--- src/rtl/time_chain_pkg.sv ---
// Shared constants for the HH:MM:SS counter-chain sequencer: digit indices, digit limits, mode codes.
package time_chain_pkg;

    localparam int unsigned NUM_DIGITS = 6;

    localparam int unsigned IDX_SECU = 0;
    localparam int unsigned IDX_SECT = 1;
    localparam int unsigned IDX_MINU = 2;
    localparam int unsigned IDX_MINT = 3;
    localparam int unsigned IDX_HRU  = 4;
    localparam int unsigned IDX_HRT  = 5;

    localparam int unsigned SEC_TENS_MAX = 5;
    localparam int unsigned UNITS_MAX    = 9;
    localparam int unsigned HR_TENS_TOP  = 2;
    localparam int unsigned HR_UNITS_TOP = 3;

    localparam int unsigned BUSY_W      = 2;
    localparam int unsigned BUSY_CYCLES = 2;

    localparam logic [1:0] MODE_RUN     = 2'b00;
    localparam logic [1:0] MODE_SET_HR  = 2'b01;
    localparam logic [1:0] MODE_SET_MIN = 2'b10;

    typedef enum logic [1:0] {
        ST_RUN     = MODE_RUN,
        ST_SET_HR  = MODE_SET_HR,
        ST_SET_MIN = MODE_SET_MIN
    } mode_e;

endpackage

--- src/rtl/tc_carry_calc.sv ---
// Combinational strobe vectors for a run tick, an hour increment and a minute increment.
module tc_carry_calc
    import time_chain_pkg::*;
(
    input  logic [3:0]            SecU,
    input  logic [2:0]            SecT,
    input  logic [3:0]            MinU,
    input  logic [2:0]            MinT,
    input  logic [3:0]            HrU,
    input  logic [1:0]            HrT,
    output logic [NUM_DIGITS-1:0] run_en_c,
    output logic [NUM_DIGITS-1:0] run_ld_c,
    output logic [NUM_DIGITS-1:0] hr_en_c,
    output logic [NUM_DIGITS-1:0] hr_ld_c,
    output logic [NUM_DIGITS-1:0] min_en_c
);

    logic sec_u_last;
    logic sec_t_last;
    logic min_u_last;
    logic min_t_last;
    logic hr_u_last;
    logic hr_day_end;

    // Digits are widened to the constant width so no digit bit is ever dropped.
    assign sec_u_last = (32'(SecU) == UNITS_MAX);
    assign sec_t_last = (32'(SecT) == SEC_TENS_MAX);
    assign min_u_last = (32'(MinU) == UNITS_MAX);
    assign min_t_last = (32'(MinT) == SEC_TENS_MAX);
    assign hr_u_last  = (32'(HrU) == UNITS_MAX);
    assign hr_day_end = (32'(HrT) == HR_TENS_TOP) && (32'(HrU) == HR_UNITS_TOP);

    always_comb begin
        run_en_c = '0;
        run_ld_c = '0;
        hr_en_c  = '0;
        hr_ld_c  = '0;
        min_en_c = '0;

        // Ripple carry for a one-second tick, with the 23:59:59 wrap as clear.
        run_en_c[IDX_SECU] = 1'b1;
        run_en_c[IDX_SECT] = sec_u_last;
        run_en_c[IDX_MINU] = run_en_c[IDX_SECT] & sec_t_last;
        run_en_c[IDX_MINT] = run_en_c[IDX_MINU] & min_u_last;
        run_en_c[IDX_HRU]  = run_en_c[IDX_MINT] & min_t_last;
        run_en_c[IDX_HRT]  = run_en_c[IDX_HRU] & (hr_u_last | hr_day_end);
        run_ld_c[IDX_HRU]  = run_en_c[IDX_HRU] & hr_day_end;
        run_ld_c[IDX_HRT]  = run_en_c[IDX_HRU] & hr_day_end;

        hr_en_c[IDX_HRU] = 1'b1;
        hr_en_c[IDX_HRT] = hr_day_end | hr_u_last;
        hr_ld_c[IDX_HRU] = hr_day_end;
        hr_ld_c[IDX_HRT] = hr_day_end;

        min_en_c[IDX_MINU] = 1'b1;
        min_en_c[IDX_MINT] = min_u_last;
    end

endmodule

--- src/rtl/time_chain_ctrl.sv ---
// Mode FSM and registered Enable/LD strobe generation for the alarm-clock digit chain.
module time_chain_ctrl
    import time_chain_pkg::*;
(
    input  logic                  Clk,
    input  logic                  Clr,
    input  logic                  Tick1Hz,
    input  logic                  BtnMode,
    input  logic                  BtnInc,
    input  logic [3:0]            SecU,
    input  logic [2:0]            SecT,
    input  logic [3:0]            MinU,
    input  logic [2:0]            MinT,
    input  logic [3:0]            HrU,
    input  logic [1:0]            HrT,
    output logic [NUM_DIGITS-1:0] EN,
    output logic [NUM_DIGITS-1:0] LD,
    output logic [1:0]            Mode,
    output logic                  Blink,
    output logic                  Busy
);

    mode_e                  state_q, state_d;
    logic [NUM_DIGITS-1:0]  en_d, ld_d;
    logic                   blink_d;
    logic [BUSY_W-1:0]      busy_cnt_q, busy_cnt_d;
    logic                   tick_ok;
    logic                   inc_ok;
    logic [NUM_DIGITS-1:0]  run_en_c, run_ld_c, hr_en_c, hr_ld_c, min_en_c;

    tc_carry_calc u_carry (
        .SecU     (SecU),
        .SecT     (SecT),
        .MinU     (MinU),
        .MinT     (MinT),
        .HrU      (HrU),
        .HrT      (HrT),
        .run_en_c (run_en_c),
        .run_ld_c (run_ld_c),
        .hr_en_c  (hr_en_c),
        .hr_ld_c  (hr_ld_c),
        .min_en_c (min_en_c)
    );

    // Tick and increment are ignored while the chain settles; a mode press swallows an increment.
    assign tick_ok = Tick1Hz & ~Busy;
    assign inc_ok  = BtnInc & ~Busy & ~BtnMode;
    assign Mode    = 2'(state_q);

    always_ff @(posedge Clk or negedge Clr) begin
        if (!Clr) begin
            state_q    <= ST_RUN;
            EN         <= '0;
            LD         <= '0;
            Blink      <= 1'b0;
            Busy       <= 1'b0;
            busy_cnt_q <= '0;
        end else begin
            state_q    <= state_d;
            EN         <= en_d;
            LD         <= ld_d;
            Blink      <= blink_d;
            Busy       <= (busy_cnt_d != '0);
            busy_cnt_q <= busy_cnt_d;
        end
    end

    always_comb begin
        state_d    = state_q;
        en_d       = '0;
        ld_d       = '0;
        blink_d    = Blink;
        busy_cnt_d = (busy_cnt_q == '0) ? '0 : busy_cnt_q - BUSY_W'(1);

        unique case (state_q)
            ST_RUN: begin
                if (tick_ok) begin
                    en_d       = run_en_c;
                    ld_d       = run_ld_c;
                    busy_cnt_d = BUSY_W'(BUSY_CYCLES);
                end
                if (BtnMode) state_d = ST_SET_HR;
            end
            ST_SET_HR: begin
                if (tick_ok) blink_d = ~Blink;
                if (inc_ok) begin
                    en_d       = hr_en_c;
                    ld_d       = hr_ld_c;
                    busy_cnt_d = BUSY_W'(BUSY_CYCLES);
                end
                if (BtnMode) state_d = ST_SET_MIN;
            end
            ST_SET_MIN: begin
                if (tick_ok) blink_d = ~Blink;
                if (inc_ok) begin
                    en_d       = min_en_c;
                    busy_cnt_d = BUSY_W'(BUSY_CYCLES);
                end
                // Leaving time-set clears seconds so the clock restarts on a whole minute.
                if (BtnMode) begin
                    state_d              = ST_RUN;
                    en_d                 = '0;
                    ld_d                 = '0;
                    en_d[IDX_SECU]       = 1'b1;
                    en_d[IDX_SECT]       = 1'b1;
                    ld_d[IDX_SECU]       = 1'b1;
                    ld_d[IDX_SECT]       = 1'b1;
                    blink_d              = 1'b0;
                    busy_cnt_d           = BUSY_W'(BUSY_CYCLES);
                end
            end
            default: state_d = ST_RUN;
        endcase
    end

endmodule

--- config.mk ---
export PLATFORM = sky130hd
export DESIGN_NAME = time_chain_ctrl
export DESIGN_NICKNAME = d
export VERILOG_FILES = /design/src/rtl/time_chain_pkg.sv /design/src/rtl/tc_carry_calc.sv /design/src/rtl/time_chain_ctrl.sv
export SDC_FILE = /design/constraint.sdc
export NUM_CORES = 1
export LEC_CHECK = 0
export BUFFER_PORTS_ARGS = -buffer_cell sky130_fd_sc_hd__clkbuf_2
export CAP_MARGIN = 20
export CORE_MARGIN = 2
export CORE_UTILIZATION = 42
export DETAILED_ROUTE_END_ITERATION = 8
export PLACE_DENSITY = 0.76
export RECOVER_POWER = 100
export SLEW_MARGIN = 5
export SYNTH_ARGS = -nofsm -noshare
export SYNTH_HDL_FRONTEND = slang
export SYNTH_SLANG_ARGS = --single-unit
--- constraint.sdc ---
create_clock -name Clk -period 2.1 [get_ports Clk]
set_clock_uncertainty 0.05 [all_clocks]
set_input_delay 0.42 -clock Clk [delete_from_list [all_inputs] [get_ports Clk]]
set_output_delay 0.42 -clock Clk [all_outputs]
set_load 0.05 [all_outputs]
==> out/qor.yml <==
tightest_slew_ns: 0.7534
p_total_w: 0.001224
wl_per_cell_um: 11.90
drcViolationCount: 0
synth_seq_cells: 14
dieHeight_um: 46.00
cp.arrival_ns: 1.89
numCtsBuffers: 3
clock_latency_ns: 0.29
ys.warnings.count: 0
hold_class: "in2reg"
start_util_pct: 43.85
cap_viol_max_count: 0
nets: 142
antenna-diode-count: 0
postCtsSetupBuffers: 0
grt_pass1_wl_mm: 2.415
wirelength_mm: 1.535
clk_pin_slew_ns: 0.09
power_leakage_nw: 0.4898
grt_max_degree: 15
setup_viol: 0
synthArstFlopShare_pct: 100.0
grt.overflow.total: 0
mostFrequentLayoutCells: "clkbuf_2, clkbuf_1, dfrtp_1"
final_max_slew_viol_count: 0
placed_cells: 124
drive_above_1_share_pct: 25.89
cts_tree: "built"
numPortBuffers: 38
die_x_um: 46.00
die-area_sq_um: 2116
dr.pass1.iters: 4
status: "completed"
crit_path_max_fanout: 5
critPathKind: "reg2reg"
irDropWorstVdd_v: 0.0006639
drtAntennaViolNets: 0
max_freq_mhz: 561.0
maxSlewHeadroom_pct: 49.78
hold_viol: 0
layout_min_cycle_time_ns: 1.783
yosysSeqAreaShare_pct: 47.30
cts_sinks: 14
synth_edf_count: 0
worstPathRequired_ns: 2.21
layout_commonest_cell: "clkbuf_2"
num_rows: 15
design.core.area_sq_um: 1689
drtIter0Drc: 13
end_kind: "flip-flop"
cts_hold_buf: 1
start_kind: "flip-flop"
powerDensity_nw_per_um2: 1305
grt_setup_unrepaired: "false"
synthToLayoutAreaGrowth_pct: 26.69
stdcell_count: 129
synth_cell_types: 26
setup_tns_ns: 0
gp_congestion: 0.7712
grt_pass1_vias: 572
htree_levels: 1
syn_inst: 73
vias: 662
viasPerCell: 5.132
post_synth_instance_area_sq_um: 740.7
final_util_pct: 55.56
ctsResizeCount: 0
cts_buffer_depth: 2
finalCritPeriodShare_pct: 84.89
cts_root_buf: "clkbuf_4"
avgSynthCellArea_sq_um: 10.15
grt_antenna_before_repair: 0
grt_usage_pct: 16.44
io_pins: 41
synth-main-ff-cell: "dfrtp_1"
hpwl_mm: 1.208
metrics by stage:
| step | setup WS, ns | hold WS, ns | instance area (sq um) |
|---|---|---|---|
| after floorplan | 0.06100 | 0.07441 | 744.5 |
| after global placement | 0.3901 | 0.2893 | 914.6 |
| after detailed placement | 0.3099 | 0.2999 | 914.6 |
| after CTS | 0.3104 | 0.3231 | 960.9 |
| after global routing | 0.1913 | 0.3443 | 938.4 |
| final | 0.3174 | 0.3255 | 938.4 |
worst max-delay path, stage by stage (launching register included):
cell and delay [ns]:
dfrtp_1 0.42, inv_1 0.08, ha_1 0.25, nor2b_1 0.15, o32ai_2 0.08, a21oi_1 0.11, or4_1 0.52
report_power, final:
group	total [W]	switching [W]	internal, W
Combinational	0.000622	0.000439	0.000183
Sequential	0.000401	0.0000549	0.000346
Clock	0.000202	0.0000961	0.000106
cells in the mapped netlist (all sizes together) (2+ instances only):
| master | n | area, sq um |
|---|---|---|
| dfrtp | 14 | 350.3 |
| nor2 | 8 | 30.03 |
| a21oi | 6 | 33.78 |
| nand2 | 6 | 22.52 |
| buf | 5 | 41.29 |
| inv | 5 | 18.77 |
| ha | 4 | 50.05 |
| nor2b | 3 | 18.77 |
| nor4bb | 3 | 30.03 |
| nand2b | 2 | 12.51 |
| nand4 | 2 | 12.51 |
| nand4b | 2 | 17.52 |
| o22a | 2 | 17.52 |
cell type report:
cell class | instances | area [sq um]
inverters | 5 | 18.77
clock buffers | 4 | 36.28
repair buffers | 39 | 181.4
flip-flops and latches | 14 | 350.3
fillers | 174 | 750.7
well taps | 17 | 21.27
multi-input cells | 50 | 330.3
path summary, 6_finish.rpt:
path / cells past startpoint / endpoint / slack [ns] / from
max in group asynchronous: 2 / Mode[0]$_DFFE_PN0P_ / 0.86 / Clr
worst max-delay path: 6 / Busy$_DFF_PN0_ / 0.32 / Mode[0]$_DFFE_PN0P_
worst max register to register: 6 / Busy$_DFF_PN0_ / 0.32 / Mode[0]$_DFFE_PN0P_
worst min register to register: 2 / Blink$_DFFE_PN0P_ / 0.44 / Blink$_DFFE_PN0P_
min in group asynchronous: 2 / Blink$_DFFE_PN0P_ / 0.67 / Clr
worst min-delay path: 3 / LD[4]$_DFF_PN0_ / 0.33 / HrU[1]
per-layer routing:
layer  vias to the layer above  GRT usage (%)  routed length, um
met4                         0          10.29                 36
met1                       317          19.41                679
met3                         5          2.381                 49
met5                         -              0                  0
li1                        322              -                  -
met2                        18          27.50                771
kinds of logic after synthesis:
| kind of cell | count (synthesis) | share of synthesized area [%] |
|---|---|---|
| adders and majority gates | 4 | 6.757 |
| buffers and inverters | 10 | 8.108 |
| other | 1 | 0.5063 |
| and+or+nand+nor | 33 | 26.35 |
| AOI/OAI and AO/OA | 11 | 10.98 |
| DFF | 14 | 47.30 |
sequential cells by signal, summed over array words and instances, names as in the netlist:
register,count
busy_cnt_q,2
EN,6
LD,2
Busy,1
Mode,2
Blink,1
(Power assumes the default switching activity.)
